==> src/rtl/jtag_pkg.sv <==
`timescale 1ns/1ps
// Shared types and constants for the JTAG TDO return path.
// FIFO entry layout, beat header offsets, tkeep patterns and the length mask helper.
package jtag_pkg;

    typedef struct packed {
        logic        last;
        logic [5:0]  length;
        logic [31:0] vector;
    } entry_t;

    localparam int LEN_LSB = 32;
    localparam int SEQ_LSB = 40;

    localparam logic [7:0] KEEP_FULL = 8'hFF;
    localparam logic [7:0] KEEP_LOW  = 8'h0F;

    // Lengths of 32 and above keep every bit of the vector.
    function automatic logic [31:0] len_mask(input logic [5:0] len);
        if (len >= 6'd32) begin
            return '1;
        end
        return (32'd1 << len) - 32'd1;
    endfunction

endpackage

==> src/rtl/jtag_tdo_fifo.sv <==
`timescale 1ns/1ps
// Synchronous show-ahead FIFO holding captured TDO entries.
// Latency: a push is visible at rd_dat_o on the next cycle; push and pop may share a cycle.
// Backpressure: the caller must not push when full (unless popping) or pop when empty.
module jtag_tdo_fifo #(
    parameter int DEPTH = 8,
    parameter int W     = 39
) (
    input  logic                       clk_i,
    input  logic                       rst_n_i,
    input  logic                       push_i,
    input  logic [W-1:0]               wr_dat_i,
    input  logic                       pop_i,
    output logic [W-1:0]               rd_dat_o,
    output logic                       full_o,
    output logic                       empty_o,
    output logic [$clog2(DEPTH):0]     level_o
);

    localparam int              AW         = $clog2(DEPTH);
    localparam logic [AW-1:0]   PTR_ONE    = AW'(1);
    localparam logic [AW:0]     CNT_ONE    = (AW+1)'(1);
    localparam logic [AW:0]     LEVEL_FULL = (AW+1)'(DEPTH);

    logic [W-1:0]  mem_q [DEPTH];
    logic [AW-1:0] wr_ptr_q, wr_ptr_d;
    logic [AW-1:0] rd_ptr_q, rd_ptr_d;
    logic [AW:0]   count_q, count_d;

    always_comb begin
        wr_ptr_d = wr_ptr_q;
        rd_ptr_d = rd_ptr_q;
        count_d  = count_q;
        if (push_i) wr_ptr_d = wr_ptr_q + PTR_ONE;
        if (pop_i)  rd_ptr_d = rd_ptr_q + PTR_ONE;
        if (push_i && !pop_i) begin
            count_d = count_q + CNT_ONE;
        end else if (pop_i && !push_i) begin
            count_d = count_q - CNT_ONE;
        end
    end

    // Storage needs no reset: entries are unreachable until the pointers cover them.
    always_ff @(posedge clk_i) begin
        if (push_i) mem_q[wr_ptr_q] <= wr_dat_i;
    end

    always_ff @(posedge clk_i or negedge rst_n_i) begin
        if (!rst_n_i) begin
            wr_ptr_q <= '0;
            rd_ptr_q <= '0;
            count_q  <= '0;
        end else begin
            wr_ptr_q <= wr_ptr_d;
            rd_ptr_q <= rd_ptr_d;
            count_q  <= count_d;
        end
    end

    assign rd_dat_o = mem_q[rd_ptr_q];
    assign full_o   = (count_q == LEVEL_FULL);
    assign empty_o  = (count_q == '0);
    assign level_o  = count_q;

endmodule

==> src/rtl/jtag_tdo_axis.sv <==
`timescale 1ns/1ps
// Buffers captured TDO vectors and streams them as AXI4-Stream beats (JTAG_TDO_PACK_EN packs two per beat).
// Latency: done in cycle N gives tvalid in cycle N+2 when the output register is free.
// Backpressure: output register stalls on tready=0, FIFO absorbs vectors, overflow is sticky on drops.
module jtag_tdo_axis
    import jtag_pkg::*;
#(
    parameter int C_M_AXIS_DATA_WIDTH  = 64,
    parameter int C_S_AXIS_DATA_LENGTH = 32,
    parameter int C_FIFO_DEPTH         = 8
) (
    input  logic                               m_axis_aclk,
    input  logic                               m_axis_aresetn,
    input  logic                               done,
    input  logic [C_S_AXIS_DATA_LENGTH-1:0]    tdo_vector,
    input  logic [5:0]                         tdo_length,
    input  logic                               tdo_last,
    output logic [C_M_AXIS_DATA_WIDTH-1:0]     m_axis_tdata,
    output logic                               m_axis_tvalid,
    input  logic                               m_axis_tready,
    output logic [7:0]                         m_axis_tkeep,
    output logic                               m_axis_tlast,
    output logic                               overflow,
    output logic [$clog2(C_FIFO_DEPTH):0]      fifo_level
);

    entry_t wr_ent;
    entry_t head;
    logic   fifo_full, fifo_empty;
    logic   captured, push, pop, can_load;

    logic                           tvalid_q, tvalid_d;
    logic [C_M_AXIS_DATA_WIDTH-1:0] tdata_q, tdata_d;
    logic [7:0]                     tkeep_q, tkeep_d;
    logic                           tlast_q, tlast_d;
    logic                           overflow_q, overflow_d;

    assign captured = done && (tdo_length != 6'd0);
    // A full FIFO still accepts when the head leaves in the same cycle.
    assign push     = captured && (!fifo_full || pop);
    assign can_load = !tvalid_q || m_axis_tready;

    assign wr_ent.last   = tdo_last;
    assign wr_ent.length = tdo_length;
    assign wr_ent.vector = tdo_vector & len_mask(tdo_length);

    assign overflow_d = overflow_q || (captured && fifo_full && !pop);

    jtag_tdo_fifo #(
        .DEPTH (C_FIFO_DEPTH),
        .W     ($bits(entry_t))
    ) u_fifo (
        .clk_i    (m_axis_aclk),
        .rst_n_i  (m_axis_aresetn),
        .push_i   (push),
        .wr_dat_i (wr_ent),
        .pop_i    (pop),
        .rd_dat_o (head),
        .full_o   (fifo_full),
        .empty_o  (fifo_empty),
        .level_o  (fifo_level)
    );

`ifdef JTAG_TDO_PACK_EN
    logic        half_vld_q, half_vld_d;
    logic [31:0] half_q, half_d;
    logic        unused_len;

    assign unused_len = ^head.length;

    always_comb begin
        pop        = 1'b0;
        half_vld_d = half_vld_q;
        half_d     = half_q;
        tvalid_d   = can_load ? 1'b0 : tvalid_q;
        tdata_d    = tdata_q;
        tkeep_d    = tkeep_q;
        tlast_d    = tlast_q;
        if (!fifo_empty) begin
            if (half_vld_q) begin
                if (can_load) begin
                    pop        = 1'b1;
                    half_vld_d = 1'b0;
                    tvalid_d   = 1'b1;
                    tdata_d    = {head.vector, half_q};
                    tkeep_d    = KEEP_FULL;
                    tlast_d    = head.last;
                end
            end else if (head.last) begin
                // First of a pair ends the packet: ship it alone in the low half.
                if (can_load) begin
                    pop      = 1'b1;
                    tvalid_d = 1'b1;
                    tdata_d  = {32'd0, head.vector};
                    tkeep_d  = KEEP_LOW;
                    tlast_d  = 1'b1;
                end
            end else begin
                pop        = 1'b1;
                half_vld_d = 1'b1;
                half_d     = head.vector;
            end
        end
    end

    always_ff @(posedge m_axis_aclk or negedge m_axis_aresetn) begin
        if (!m_axis_aresetn) begin
            half_vld_q <= 1'b0;
            half_q     <= '0;
        end else begin
            half_vld_q <= half_vld_d;
            half_q     <= half_d;
        end
    end
`else
    logic [7:0] seq_q, seq_d;
    logic       fire;

    assign fire  = tvalid_q && m_axis_tready;
    assign seq_d = seq_q + {7'd0, fire};

    always_comb begin
        pop      = 1'b0;
        tvalid_d = tvalid_q;
        tdata_d  = tdata_q;
        tkeep_d  = tkeep_q;
        tlast_d  = tlast_q;
        if (can_load) begin
            tvalid_d = !fifo_empty;
            if (!fifo_empty) begin
                pop                       = 1'b1;
                // Stamp with the post-increment count so back-to-back beats number correctly.
                tdata_d                   = '0;
                tdata_d[31:0]             = head.vector;
                tdata_d[LEN_LSB +: 6]     = head.length;
                tdata_d[SEQ_LSB +: 8]     = seq_d;
                tkeep_d                   = KEEP_FULL;
                tlast_d                   = head.last;
            end
        end
    end

    always_ff @(posedge m_axis_aclk or negedge m_axis_aresetn) begin
        if (!m_axis_aresetn) begin
            seq_q <= '0;
        end else begin
            seq_q <= seq_d;
        end
    end
`endif

    always_ff @(posedge m_axis_aclk or negedge m_axis_aresetn) begin
        if (!m_axis_aresetn) begin
            tvalid_q   <= 1'b0;
            tdata_q    <= '0;
            tkeep_q    <= '0;
            tlast_q    <= 1'b0;
            overflow_q <= 1'b0;
        end else begin
            tvalid_q   <= tvalid_d;
            tdata_q    <= tdata_d;
            tkeep_q    <= tkeep_d;
            tlast_q    <= tlast_d;
            overflow_q <= overflow_d;
        end
    end

    assign m_axis_tvalid = tvalid_q;
    assign m_axis_tdata  = tdata_q;
    assign m_axis_tkeep  = tkeep_q;
    assign m_axis_tlast  = tlast_q;
    assign overflow      = overflow_q;

endmodule

==> config.mk <==
export PLATFORM = sky130hd
export DESIGN_NAME = jtag_tdo_axis
export DESIGN_NICKNAME = d
export VERILOG_FILES = /design/src/rtl/jtag_pkg.sv /design/src/rtl/jtag_tdo_fifo.sv /design/src/rtl/jtag_tdo_axis.sv
export SDC_FILE = /design/constraint.sdc
export NUM_CORES = 1
export LEC_CHECK = 0
export ABC_AREA = 0
export BUFFER_PORTS_ARGS = -buffer_cell sky130_fd_sc_hd__buf_2
export CAP_MARGIN = 0
export CORE_MARGIN = 1
export CORE_UTILIZATION = 56
export CTS_CLUSTER_SIZE = 20
export DETAILED_ROUTE_END_ITERATION = 10
export PLACE_DENSITY = 0.75
export SETUP_SLACK_MARGIN = 0.1
export SLEW_MARGIN = 30
export SYNTH_ARGS = -nofsm -noshare
export SYNTH_HDL_FRONTEND = slang
export SYNTH_HIERARCHICAL = 1
export SYNTH_SLANG_ARGS = --single-unit
export TNS_END_PERCENT = 100
==> constraint.sdc <==
create_clock -name m_axis_aclk -period 12.2 [get_ports m_axis_aclk]
set_clock_uncertainty 0.1 [all_clocks]
set_input_delay 1.22 -clock m_axis_aclk [delete_from_list [all_inputs] [get_ports m_axis_aclk]]
set_output_delay 1.22 -clock m_axis_aclk [all_outputs]
set_load 0.01 [all_outputs]
== After elaboration in Yosys (flattened, before gate mapping) ==
Memory sizes are Yosys's and may differ from the RTL's. A register that Yosys moved wholly into a read port is not among the register bits.
Cells that the tools add are included.

* Add/subtract/negate cells: 6
* Magnitude comparators: 1
* Eq/ne operators: 1
* Shift operators: 1
* Mux-type cells: 9
* Bitwise operators: 2
* Reduce and logical (&&, ||, !) cells: 20

{| class="wikitable"
|+ Operators by type and width
! cell !! number
|-
| 32-bit 2-to-1 mux || 2
|-
| 32-bit bitwise AND || 1
|-
| 1-bit by 6-bit left shift with 32-bit output (first input constant) || 1
|-
| 32-bit by 1-bit subtractor with 32-bit output (second input constant) || 1
|-
| 8-bit by 1-bit adder with 8-bit output || 1
|-
| 4-bit 2-to-1 mux || 2
|-
| 1-bit logical AND || 7
|-
| 3-bit by 1-bit adder with 3-bit output (second input constant) || 2
|-
| 6-bit >= comparator (second input constant) || 1
|-
| 1-bit logical NOT || 6
|-
| 6-bit nonzero test || 1
|-
| 1-bit 2-to-1 mux || 5
|-
| 4-bit by 1-bit adder with 4-bit output (second input constant) || 1
|-
| 4-bit == test (second input constant) || 1
|-
| 4-bit logical NOT || 1
|-
| 4-bit by 1-bit subtractor with 4-bit output (second input constant) || 1
|-
| 1-bit logical OR || 3
|-
| 2-bit AND reduction || 1
|-
| 2-bit nonzero test || 1
|-
| 1-bit NOT || 1
|}

* Bits in registers: 67
* RAM bits: 312
* Input bits: 43
* Output and inout bits: 79
* Logic and storage cells: 49
* Memories kept: 1

{| class="wikitable"
|+ Memory list
! memory !! words !! width !! rd ports !! clocked after Yosys merged registers in !! wr ports !! line !! text
|-
| u_fifo.mem_q || 8 || 39 || 1 || 1 || 1 || jtag_tdo_fifo.sv:25 || <nowiki>logic [W-1:0] mem_q [DEPTH];</nowiki>
|}

== Logic depth before layout (Yosys ltp) ==
Gate-level depths: netlist (run 1).

* Depth after elaboration: 9
* Gate-level depth with buffers: 12
* Mapped depth without buffers: 10

== Modules after synthesis ==
Netlist (run 1), hierarchy kept.

{| class="wikitable"
|+ Modules (own cells, without submodules)
! module !! instances !! cells each !! area an instance (um^2) !! seq. area each (um^2)
|-
| jtag_tdo_fifo || 1 || 511 || 12330.6 || 9619.2
|-
| jtag_tdo_axis || 1 || 296 || 3276.9 || 1451.4
|}

== Worst setup path after synthesis (run 1) ==
No wires, ideal clock.

* Path type: input port to flip-flop
* From: input port tdo_length[3]
* To: memory u_fifo.mem_q[2][0], enable pin
* Library setup time: 484 ps
* Arrival time: 4975 ps
* Data required time: 11616 ps
* Slack: 6642 ps
* Stages: 8
* Path buffers: 2
* Cells stage by stage: buf_4 > buf_4 > nor2_1 > nand3_1 > nand2_1 > a21oi_1 > nand2_1 > nor3_1

* Cells in the longest elaborated chain, start to end: 5

{| class="wikitable"
|+ RTL lines
! element !! line !! text
|-
| start: declaration || jtag_tdo_axis.sv:16 || <nowiki>input logic [5:0] tdo_length,</nowiki>
|-
| 6-bit nonzero test || jtag_tdo_axis.sv:38 || <nowiki>assign captured = done && (tdo_length != 6'd0);</nowiki>
|-
| 1-bit logical AND || jtag_tdo_axis.sv:38 ||
|-
| 1-bit logical AND || jtag_tdo_axis.sv:40 || <nowiki>assign push = captured && (!fifo_full || pop);</nowiki>
|-
| named net push || jtag_tdo_axis.sv:30 || <nowiki>logic captured, push, pop, can_load;</nowiki>
|-
| 1-bit 2-to-1 mux || jtag_tdo_fifo.sv:45 || <nowiki>if (push_i) mem_q[wr_ptr_q] <= wr_dat_i;</nowiki>
|-
| 1-bit 2-to-1 mux (implied by the code) || jtag_tdo_fifo.sv:45 ||
|-
| end: declaration || jtag_tdo_fifo.sv:25 ||
|}

The timed path passes the listed nets, and every way through them passes these cells.

== Worst setup path after layout (run 1) ==
* From: input port tdo_length[5]
* To: memory u_fifo.mem_q[2][34], enable pin

Same word-level chain as after synthesis.

==> results of run 1 <==
layout make-up:
class / count / area, um2
Sequential cell: 380 / 11100
Inverter: 6 / 22.5
Fill cell: 1879 / 9570
Clock buffer: 59 / 1110
Clock inverter: 11 / 121
Tap cell: 372 / 465
Timing Repair Buffer: 116 / 619
Multi-Input combinational cell: 371 / 4180
Antenna cell: 1 / 2.50
registers in the layout, summed over array words and instances, names as in the netlist:
| register | cells |
|---|---|
| m_axis_tkeep | 1 |
| u_fifo/rd_ptr_q | 3 |
| u_fifo/mem_q | 312 |
| m_axis_tvalid | 1 |
| overflow | 1 |
| u_fifo/level_o | 4 |
| seq_q | 8 |
| u_fifo/wr_ptr_q | 3 |
| m_axis_tdata | 46 |
| m_axis_tlast | 1 |
stage by stage:
| stage | hold slack [ns] | cell area [um2] | power, uW |
|---|---|---|---|
| 5_1_grt | 0.413 | 17600 | 4350 |
| 4_1_cts | 0.403 | 17600 | 4210 |
| 3_5_place_dp | 0.370 | 16400 | 3050 |
| 3_3_place_gp | 0.355 | 16400 | 3010 |
| 6_report | 0.396 | 17600 | 4150 |
| 2_1_floorplan | 0.339 | 15700 | 2710 |
layer usage:
layer	track usage [%]	wire length [um]	vias up
met4	5.34	518	2
li1	-	-	3404
met2	37.6	15600	255
met5	0	11	-
met3	3.60	1650	37
met1	31.3	12800	3987
cells by family after synthesis:
| group | Yosys count | synth area share, % |
|---|---|---|
| compound gates | 62 | 2.79 |
| xor+xnor | 14 | 0.786 |
| fa+ha+maj | 9 | 0.770 |
| buf+inv | 73 | 3.06 |
| mux | 166 | 17.8 |
| simple gates | 102 | 3.87 |
| other cells | 1 | 0.0240 |
| flops | 380 | 70.9 |
worst register-to-register path: cells and delay by family (launching register included):
| family | cells | cell delay, ns |
|---|---|---|
| AND/OR/NAND/NOR | 4 | 1.44 |
| buffers and inverters | 1 | 0.57 |
| flip-flops | 1 | 0.49 |
| AO/OA/AOI/OAI | 1 | 0.45 |
final timing paths:
kind                       depth (start not counted)         startpoint             endpoint
max                                                8      tdo_length[5]  u_fifo/mem_q[2][34]
min                                                1           seq_q[7]             seq_q[7]
max reg2reg                                        6  u_fifo/level_o[0]  u_fifo/mem_q[2][34]
min reg2reg                                        1           seq_q[7]             seq_q[7]
max in group asynchronous                          1     m_axis_aresetn   u_fifo/rd_ptr_q[0]
min in group asynchronous                          1     m_axis_aresetn     m_axis_tdata[42]
cell usage after synthesis, types with 2 or more instances:
library cell,count
a21boi_0,9
a21oi_1,9
a311oi_1,2
a31oi_1,7
and2_1,6
and3_1,3
buf_12,2
buf_2,16
buf_4,30
buf_6,5
clkbuf_1,12
dfrtp_1,68
edfxtp_1,312
ha_1,8
inv_1,6
mux2_2,80
mux2_4,7
mux4_2,78
nand2_1,20
nand2b_1,6
nand3_1,11
nand4_1,3
nor2_1,18
nor2b_1,10
nor3_1,6
nor4_2,2
o211ai_1,3
o21a_1,8
o21ai_0,10
o311a_1,3
o31ai_1,2
or3_1,2
xnor2_1,10
xor2_1,4
power groups by stage:
stage	combinational (uW)	sequential, uW	clock (uW)
after floorplan	871	1840	0
after global placement	1160	1850	0
after detailed placement	1190	1860	0
after CTS	1190	1840	1170
after global routing	1260	1870	1220
final	1170	1830	1150
==> results.toml, run 1 <==
[pwr]
pwr-share-comb_pct = 28.2
p_per_area_nw_per_um2 = 236
swShare_pct = 28.0
p_switching_uw = 1170
peakVddDrop_v = 0.000112
leakagePower_uw = 0.00611
p_int_uw = 2990
pwr-share-seq_pct = 44.1
pwr-share-clk_pct = 27.7

[clocking]
cts_tree = "done"
clkSinkCount = 380
clkSlewWorstSetupHoldPaths_ns = 0.06
post-cts-setup-buffer-count = 0
cts_hold_buffers = 0
clockRootBuffer = "clkbuf_16"
cts_resized = 0
insertion_delay_ns = 0.52
h-tree-depth = 2
cts_buffers = 39
clk_path_buf_depth = 3

[sta]
drv_slew = 0
setup_tns_ns = 0
slew_headroom_pct = 33.0
finalCriticalPeriod_ns = 4.61
final_hold_viol_count = 0
worst_pin_slew_ns = 0.995
final-setup-viol-count = 0
rsz0062_at_grt = "no"
max_freq_mhz = 217
final.period_utilization_pct = 37.8
worst_slack_ns = 7.59

[critical_path]
crit_path_cell_trace = "buf_2, nor2_1, nand3_1, nand2_1, a21oi_1, nand2_1, nor3_2, buf_4"
cpLargestDelayFamily = "simple AND/OR/NAND/NOR gates"
critPathMaxFanout = 38
worst_path_max_delay_cell = "nor3_2"
critPathCaptureType = "flip-flop"
crit_arrival_ns = 4.66
r2r_slack_ns = 8.76
required_ns = 12.25
path_common_cell = "nand2_1"
critPathBufInv = 2
critical-path-max-stage-delay_ns = 0.74
cp-start-kind = "input port"
critPathKind = "input port to flip-flop"

[global_route]
grt_use_total_pct = 22.5
grt-ovfl-total = 0
antenna_found_initial = 2
grt_pass1_vias = 7864
grt_first_pass_wirelength_um = 47300
grt_start_max_net_pins = 69

[yosys]
netlist_instances = 807
yosys_warnings = 6
yosysTopAreaCell = "edfxtp_1"
seq_area_frac_synth_pct = 70.9
synth-edff-count = 312
synth.cell_area_um2 = 15600
synth.avg_cell_area_um2 = 19.3
synthTopCellsByArea = "edfxtp_1 60%, mux4_2 11%, dfrtp_1 11%, mux2_2 5.8%, buf_4 1.4%"
synth_top_area_share_pct = 60.0
synthFlopType = "edfxtp_1"
ys_async_sr_fraction_pct = 17.9
synth_cell_types = 63
ys_ff_latch = 380

[placed_design]
placedCellCount = 1245
dp_hpwl_um = 18100
port_buffers = 103
place_ws_ns = 7.08
place_congestion = 0.795

[detailed_routing]
ant_nets = 0
first_pass_iters = 5
vias_per_cell = 5.84
wl_per_cell_um = 23.2
drc = 0
vias = 7685
drtIter0Drc = 677
routed_wl_um = 30500

[die]
die_area_um2 = 28500
core-area_um2 = 27200
rows = 60
start_util_pct = 57.4
dieHeight_um = 169
io_pins = 122
die_w_um = 169

[layout]
final_core_util_pct = 64.8
areaGrowthSynthToFinish_pct = 12.8
layout_common_cells = "312 x edfxtp_1, 102 x buf_2, 80 x mux2_2, 78 x mux4_2, 65 x dfrtp_1"
nNetsFinal = 966
layout_commonest_cell = "edfxtp_1"
final_cells = 1316
drive_above_1_share_pct = 37.3

[min_path]
hold_class = "flip-flop to flip-flop"

[flow_run]
cap_violations = 0

[status]
status = "finished, final reports clean"
Power figures use the tool's default switching activity.
==> run 2: changes to the inputs <==
Settings changed: ABC_AREA 0 to 1.
Clock period 12.2 ns to 4.4 ns, I/O delays scaled along.
==> run 2 against run 1 <==
  * Critical path depth rose by 4
  * Sequential power rose to 2.7 times the previous value
  * Largest cell class unchanged
  * Register-to-register slack got worse by 7.3 ns
  * First-iteration DRC count rose by 71%
==> results.toml, run 2 <==
[sta]
drv_slew = 0
rsz0062_at_grt = "no"
final_hold_viol_count = 0
setup_tns_ns = 0
worst_pin_slew_ns = 0.889
final-setup-viol-count = 0
slew_headroom_pct = 40.7
finalCriticalPeriod_ns = 2.95
max_freq_mhz = 338
final.period_utilization_pct = 67.2

[critical_path]
critPathBufInv = 3
critPathCaptureType = "flip-flop"
reg2reg_to = "u_fifo/level_o[3]"
crit_cells = 12
r2r_slack_ns = 1.45
critPathKind = "flip-flop to flip-flop"
worst_path_max_delay_cell = "dfrtp_1"
critical-path-max-stage-delay_ns = 0.45
critPathMaxFanout = 53
rr_worst_depth = 12
required_ns = 4.72
cp-start-kind = "flip-flop"
crit_path_cell_trace = "or2_2, nor3_1, a21oi_4, buf_4, inv_1, ha_1, inv_1, ha_1, a21oi_1, nand3_1, nand3_1, nand2_1"
crit_arrival_ns = 3.28
cpLargestDelayFamily = "simple AND/OR/NAND/NOR gates"
reg2reg_from = "u_fifo/level_o[0]"

[yosys]
synth_top_area_share_pct = 55.9
synth_common_cells = "556 x nand2_1, 312 x edfxtp_1, 253 x nor2_1"
synth.most_common_cell = "nand2_1"
synthTopCellsByArea = "edfxtp_1 56%, nand2_1 12%, dfrtp_1 10%, nor2_1 5.7%, o21ai_0 3.4%"
synthFlopType = "edfxtp_1"
yosysTopAreaCell = "edfxtp_1"
synth.cell_area_um2 = 16800
netlist_instances = 1640
yosys_warnings = 6
synth-edff-count = 312
seq_area_frac_synth_pct = 66.0
ys_ff_latch = 380
synth.avg_cell_area_um2 = 10.2
synth_cell_types = 41
ys_async_sr_fraction_pct = 17.9

[global_route]
grt_first_pass_wirelength_um = 59700
antenna_found_initial = 1
grt_use_total_pct = 25.3
grt_start_max_net_pins = 92
grt_pass1_vias = 11000
grt-ovfl-total = 0

[die]
core-area_um2 = 29100
dieHeight_um = 175
start_util_pct = 57.6
die_area_um2 = 30600
rows = 62
die_w_um = 175
io_pins = 122

[placed_design]
port_buffers = 103
dp_hpwl_um = 23000
place_congestion = 0.942

[flow_run]
cap_violations = 0

[clocking]
clk_path_buf_depth = 3
clkSinkCount = 380
cts_tree = "done"
post-cts-setup-buffer-count = 0
clkSlewWorstSetupHoldPaths_ns = 0.06
h-tree-depth = 2
cts_buffers = 40
insertion_delay_ns = 0.53
clockRootBuffer = "clkbuf_16"

[detailed_routing]
ant_nets = 0
first_pass_iters = 6
wl_per_cell_um = 17.7
drc = 0
drtIter0Drc = 1157
routed_wl_um = 37700
vias = 11600
vias_per_cell = 5.42

[min_path]
hold_class = "input port to flip-flop"
hp-start = "done"
hold_depth = 3
hold_end = "overflow"

[layout]
final_core_util_pct = 64.3
top_register = "u_fifo/mem_q"
layout_common_cells = "556 x nand2_1, 312 x edfxtp_1, 245 x nor2_1, 114 x o21ai_0, 102 x buf_2"
areaGrowthSynthToFinish_pct = 11.6
layout_commonest_cell = "nand2_1"
drive_above_1_share_pct = 13.8
nNetsFinal = 1772
largest_reg_flops = 312

[pwr]
peakVddDrop_v = 0.000423
leakagePower_uw = 0.00795
p_per_area_nw_per_um2 = 643

[status]
status = "finished, final reports clean"
## run 2: cell types whose count changed in the layout (fill, tap and decap cells not counted), moves of 9 or more
cell      previous run  this run
o21ai_0             10       114
mux2_2              80         0
inv_1                5        41
clkbuf_1            16         7
mux4_2              78         0
nand4_1              3        13
o21ai_1              0        48
nand3_1             11        29
nor2_1              12       245
nor2b_1             10         0
nand2_1             20       556
## run 2: report_power, final
| group | leakage [uW] | internal [uW] | switching (uW) |
|---|---|---|---|
| clock network | 0.000588 | 1760 | 1310 |
| logic | 0.00369 | 1220 | 2710 |
| registers | 0.00367 | 4650 | 359 |
## run 2: area by class of cell
type                       count  area (um2)
clock buffer                  51        1090
multi-input combinational   1121        4980
timing repair buffer         126         754
antenna                        1        2.50
inverter                      51         194
tap                          384         480
clock inverter                21         121
fill                        2228       10400
sequential                   380       11100
## run 2: tightest hold or removal path, cell delays in order
cell	delay, ns
buf_2	0.10
nand2_1	0.07
o21bai_1	0.06
## run 2: worst max path at each step
stage / start / to / slack, ns
final: u_fifo/level_o[0] / u_fifo/level_o[3] / 1.45
after global routing: u_fifo/level_o[0] / u_fifo/mem_q[1][23] / 1.23
after CTS: u_fifo/level_o[0] / u_fifo/mem_q[1][23] / 1.44
after detailed placement: tdo_length[3] / u_fifo/mem_q[1][14] / 1.01
after global placement: tdo_length[3] / u_fifo/mem_q[1][14] / 1.09
after floorplan: u_fifo/level_o[0] / u_fifo/mem_q[0][0] / 0.28
## run 2: logic make-up (layout without fill, tap and decap cells)
| kind of cell | after synthesis | in the layout | synth area share, % |
|---|---|---|---|
| buf+inv | 156 | 249 | 5.10 |
| fa+ha+maj | 9 | 9 | 0.717 |
| compound gates | 179 | 179 | 5.46 |
| flops | 380 | 380 | 66.0 |
| simple gates | 902 | 902 | 22.0 |
| xor+xnor | 13 | 13 | 0.679 |
| other cells | 1 | 19 | 0.0224 |
## run 2: per-stage QoR
| step | cells | hold WS [ns] | cell area (um2) | total power, uW | setup WS (ns) |
|---|---|---|---|---|---|
| final | 2135 | 0.0829 | 18700 | 12000 | 1.45 |
| after global placement | 2061 | 0.349 | 17500 | 8860 | 1.09 |
| after floorplan | 1657 | 0.0444 | 16800 | 7830 | 0.278 |
| after detailed placement | 2061 | 0.354 | 17500 | 9000 | 1.01 |
| after global routing | 2135 | 0.0908 | 18700 | 12800 | 1.23 |
| after CTS | 2134 | 0.0734 | 18700 | 12100 | 1.44 |
## run 2: timing repair
item | CTS | global route
hold endpoints to repair | 17 | 0
resized for setup | 0 | 0
hold buffers | 1 | 0
## run 2: layer usage
| layer | GRT usage, % | routed length [um] | vias up |
|---|---|---|---|
| met1 | 34.4 | 16000 | 5490 |
| met4 | 8.19 | 881 | 0 |
| met2 | 42.2 | 18300 | 461 |
| met3 | 3.59 | 2580 | 60 |
| li1 | - | - | 5567 |
| met5 | 0 | 0 | - |
==> run 3: changes to the inputs <==
Settings changed: CORE_UTILIZATION 56 to 54, PLACE_DENSITY 0.75 to 0.76.
Clock period 4.4 ns to 2.7 ns, I/O delays scaled along.
==> run 3 against run 2 <==
  * Largest cell class unchanged
  * Worst hold slack got worse by 0.064 ns
  * Total power rose by 67%
  * Via count up 1.2%
  * Cell count grew 1.8%
  * Sequential power rose by 60%
  * Global-route usage down 0.37 points
  * Non-clock buffer count grew 27
  * Combinational power grew 75%
  * Setup slack worse by 1.2 ns
  * Sequential cell count unchanged
  * Critical path depth stayed put
  * First-iteration DRC count shrank 12%
==> results.toml, run 3 (synthesis results as in run 2) <==
[sta]
finalCriticalPeriod_ns = 2.42
setup_tns_ns = 0
final_hold_viol_count = 0
drv_slew = 0
slew_headroom_pct = 37.3
worst_pin_slew_ns = 0.941
rsz0062_at_grt = "no"
max_freq_mhz = 414
final.period_utilization_pct = 89.5
final-setup-viol-count = 0

[placed_design]
port_buffers = 103
place_congestion = 0.941
dp_hpwl_um = 23400

[critical_path]
cp-start-kind = "flip-flop"
critPathMaxFanout = 6
required_ns = 3.01
critical-path-max-stage-delay_ns = 0.44
cpLargestDelayFamily = "simple AND/OR/NAND/NOR gates"
worst_path_max_delay_cell = "dfrtp_2"
crit_cells = 12
critPathCaptureType = "flip-flop"
startpoint = "u_fifo/level_o[1]"
crit_arrival_ns = 2.73
crit_path_cell_trace = "or2_4, nor3_2, a21oi_4, inv_2, a21oi_4, ha_1, inv_1, ha_1, a21oi_1, nand3_1, nand3_1, nand2_1"
rr_worst_depth = 12
critPathKind = "flip-flop to flip-flop"
critPathBufInv = 2
reg2reg_from = "u_fifo/level_o[1]"

[die]
die_w_um = 178
io_pins = 122
dieHeight_um = 178
rows = 64
core-area_um2 = 30600
die_area_um2 = 31700
start_util_pct = 54.8

[min_path]
hold_depth = 1
hold_class = "input port to flip-flop"
hp-start = "tdo_length[4]"

[status]
status = "finished, final reports clean"

[layout]
nNetsFinal = 1799
areaGrowthSynthToFinish_pct = 14.1
regArea_um2 = 11100
largest_reg_flops = 312
antennaDiodeCount = 0
layout_commonest_cell = "nand2_1"
final_core_util_pct = 62.5
drive_above_1_share_pct = 14.8
multi_input_area_um2 = 5000
n_fill_cell = 2398
layout_common_cells = "556 x nand2_1, 312 x edfxtp_1, 245 x nor2_1, 114 x o21ai_0, 102 x buf_2"
top_register = "u_fifo/mem_q"

[pwr]
leakagePower_uw = 0.00814
p_per_area_nw_per_um2 = 1050
peakVddDrop_v = 0.000884

[detailed_routing]
routed_wl_um = 38700
wl_per_cell_um = 17.8
first_pass_iters = 7
drtIter0Drc = 1014
vias_per_cell = 5.39
vias = 11700
drc = 0
ant_nets = 0

[clocking]
clk_path_buf_depth = 3
cts_tree = "done"
cts_buffers = 40
clkSlewWorstSetupHoldPaths_ns = 0.06
insertion_delay_ns = 0.53
h-tree-depth = 2
clockRootBuffer = "clkbuf_16"
clkSinkCount = 380

[global_route]
grt_pass1_vias = 10900
grt-ovfl-total = 0
grt_start_max_net_pins = 159
antenna_found_initial = 0
grt_use_total_pct = 24.9
grt_first_pass_wirelength_um = 59700

[flow_run]
cap_violations = 0
-- run 3: cell types whose count changed in the layout (fill, tap and decap cells not counted), sizes merged, moves of 3 or more --
cell	delta
buf	+24
dlygate4sd3	+3
clkbuf	+3
clkinvlp	-4
bufinv	+3
-- run 3: stage by stage --
stage	cells	power (uW)	hold slack [ns]	cell area [um2]	setup slack, ns
final	2174	20100	0.0192	19100	0.283
after global routing	2174	21400	0.0213	19100	0.125
after CTS	2174	20200	0.00512	19100	0.229
after detailed placement	2097	14900	0.240	17800	0.0279
after global placement	2097	14700	0.238	17800	0.140
after floorplan	1657	12800	-0.126	16900	0.0489
-- run 3: layout make-up --
type / instances / share of cell area, %
sequential: 380 / 57.9
multi-input combinational: 1121 / 26.1
timing repair buffer: 153 / 5.84
clock buffer: 54 / 5.62
tap: 396 / 2.59
inverter: 51 / 1.01
clock inverter: 19 / 0.883
-- run 3: timing repair --
action,in CTS,in global routing
hold buffers,4,0
buffers inserted,0,0
setup endpoints to repair,0,1
gates resized for setup,0,1
hold endpoints to repair,57,0
-- run 3: worst paths after layout --
path	end	slack, ns
max	u_fifo/level_o[3]	0.28
min	u_fifo/mem_q[0][36]	0.02
max reg2reg	u_fifo/level_o[3]	0.28
min reg2reg	m_axis_tdata[1]	0.36
max in group asynchronous	m_axis_tdata[25]	1.73
min in group asynchronous	seq_q[3]	0.20
-- run 3: routing by layer --
metal,vias up,part of all wire (%),global-route usage (%)
li1,5626,-,-
met1,5595,42,33.9
met2,424,48,40.9
met3,75,7.3,4.11
met4,0,2.6,8.44
met5,-,0,0
-- run 3: power breakdown --
part	internal [uW]	total (uW)	switching, uW	leakage, uW
sequential	7580	8010	424	0.00367
clock	3080	5230	2150	0.000610
combinational	2180	6860	4680	0.00386
total	12800	20100	7250	0.00814
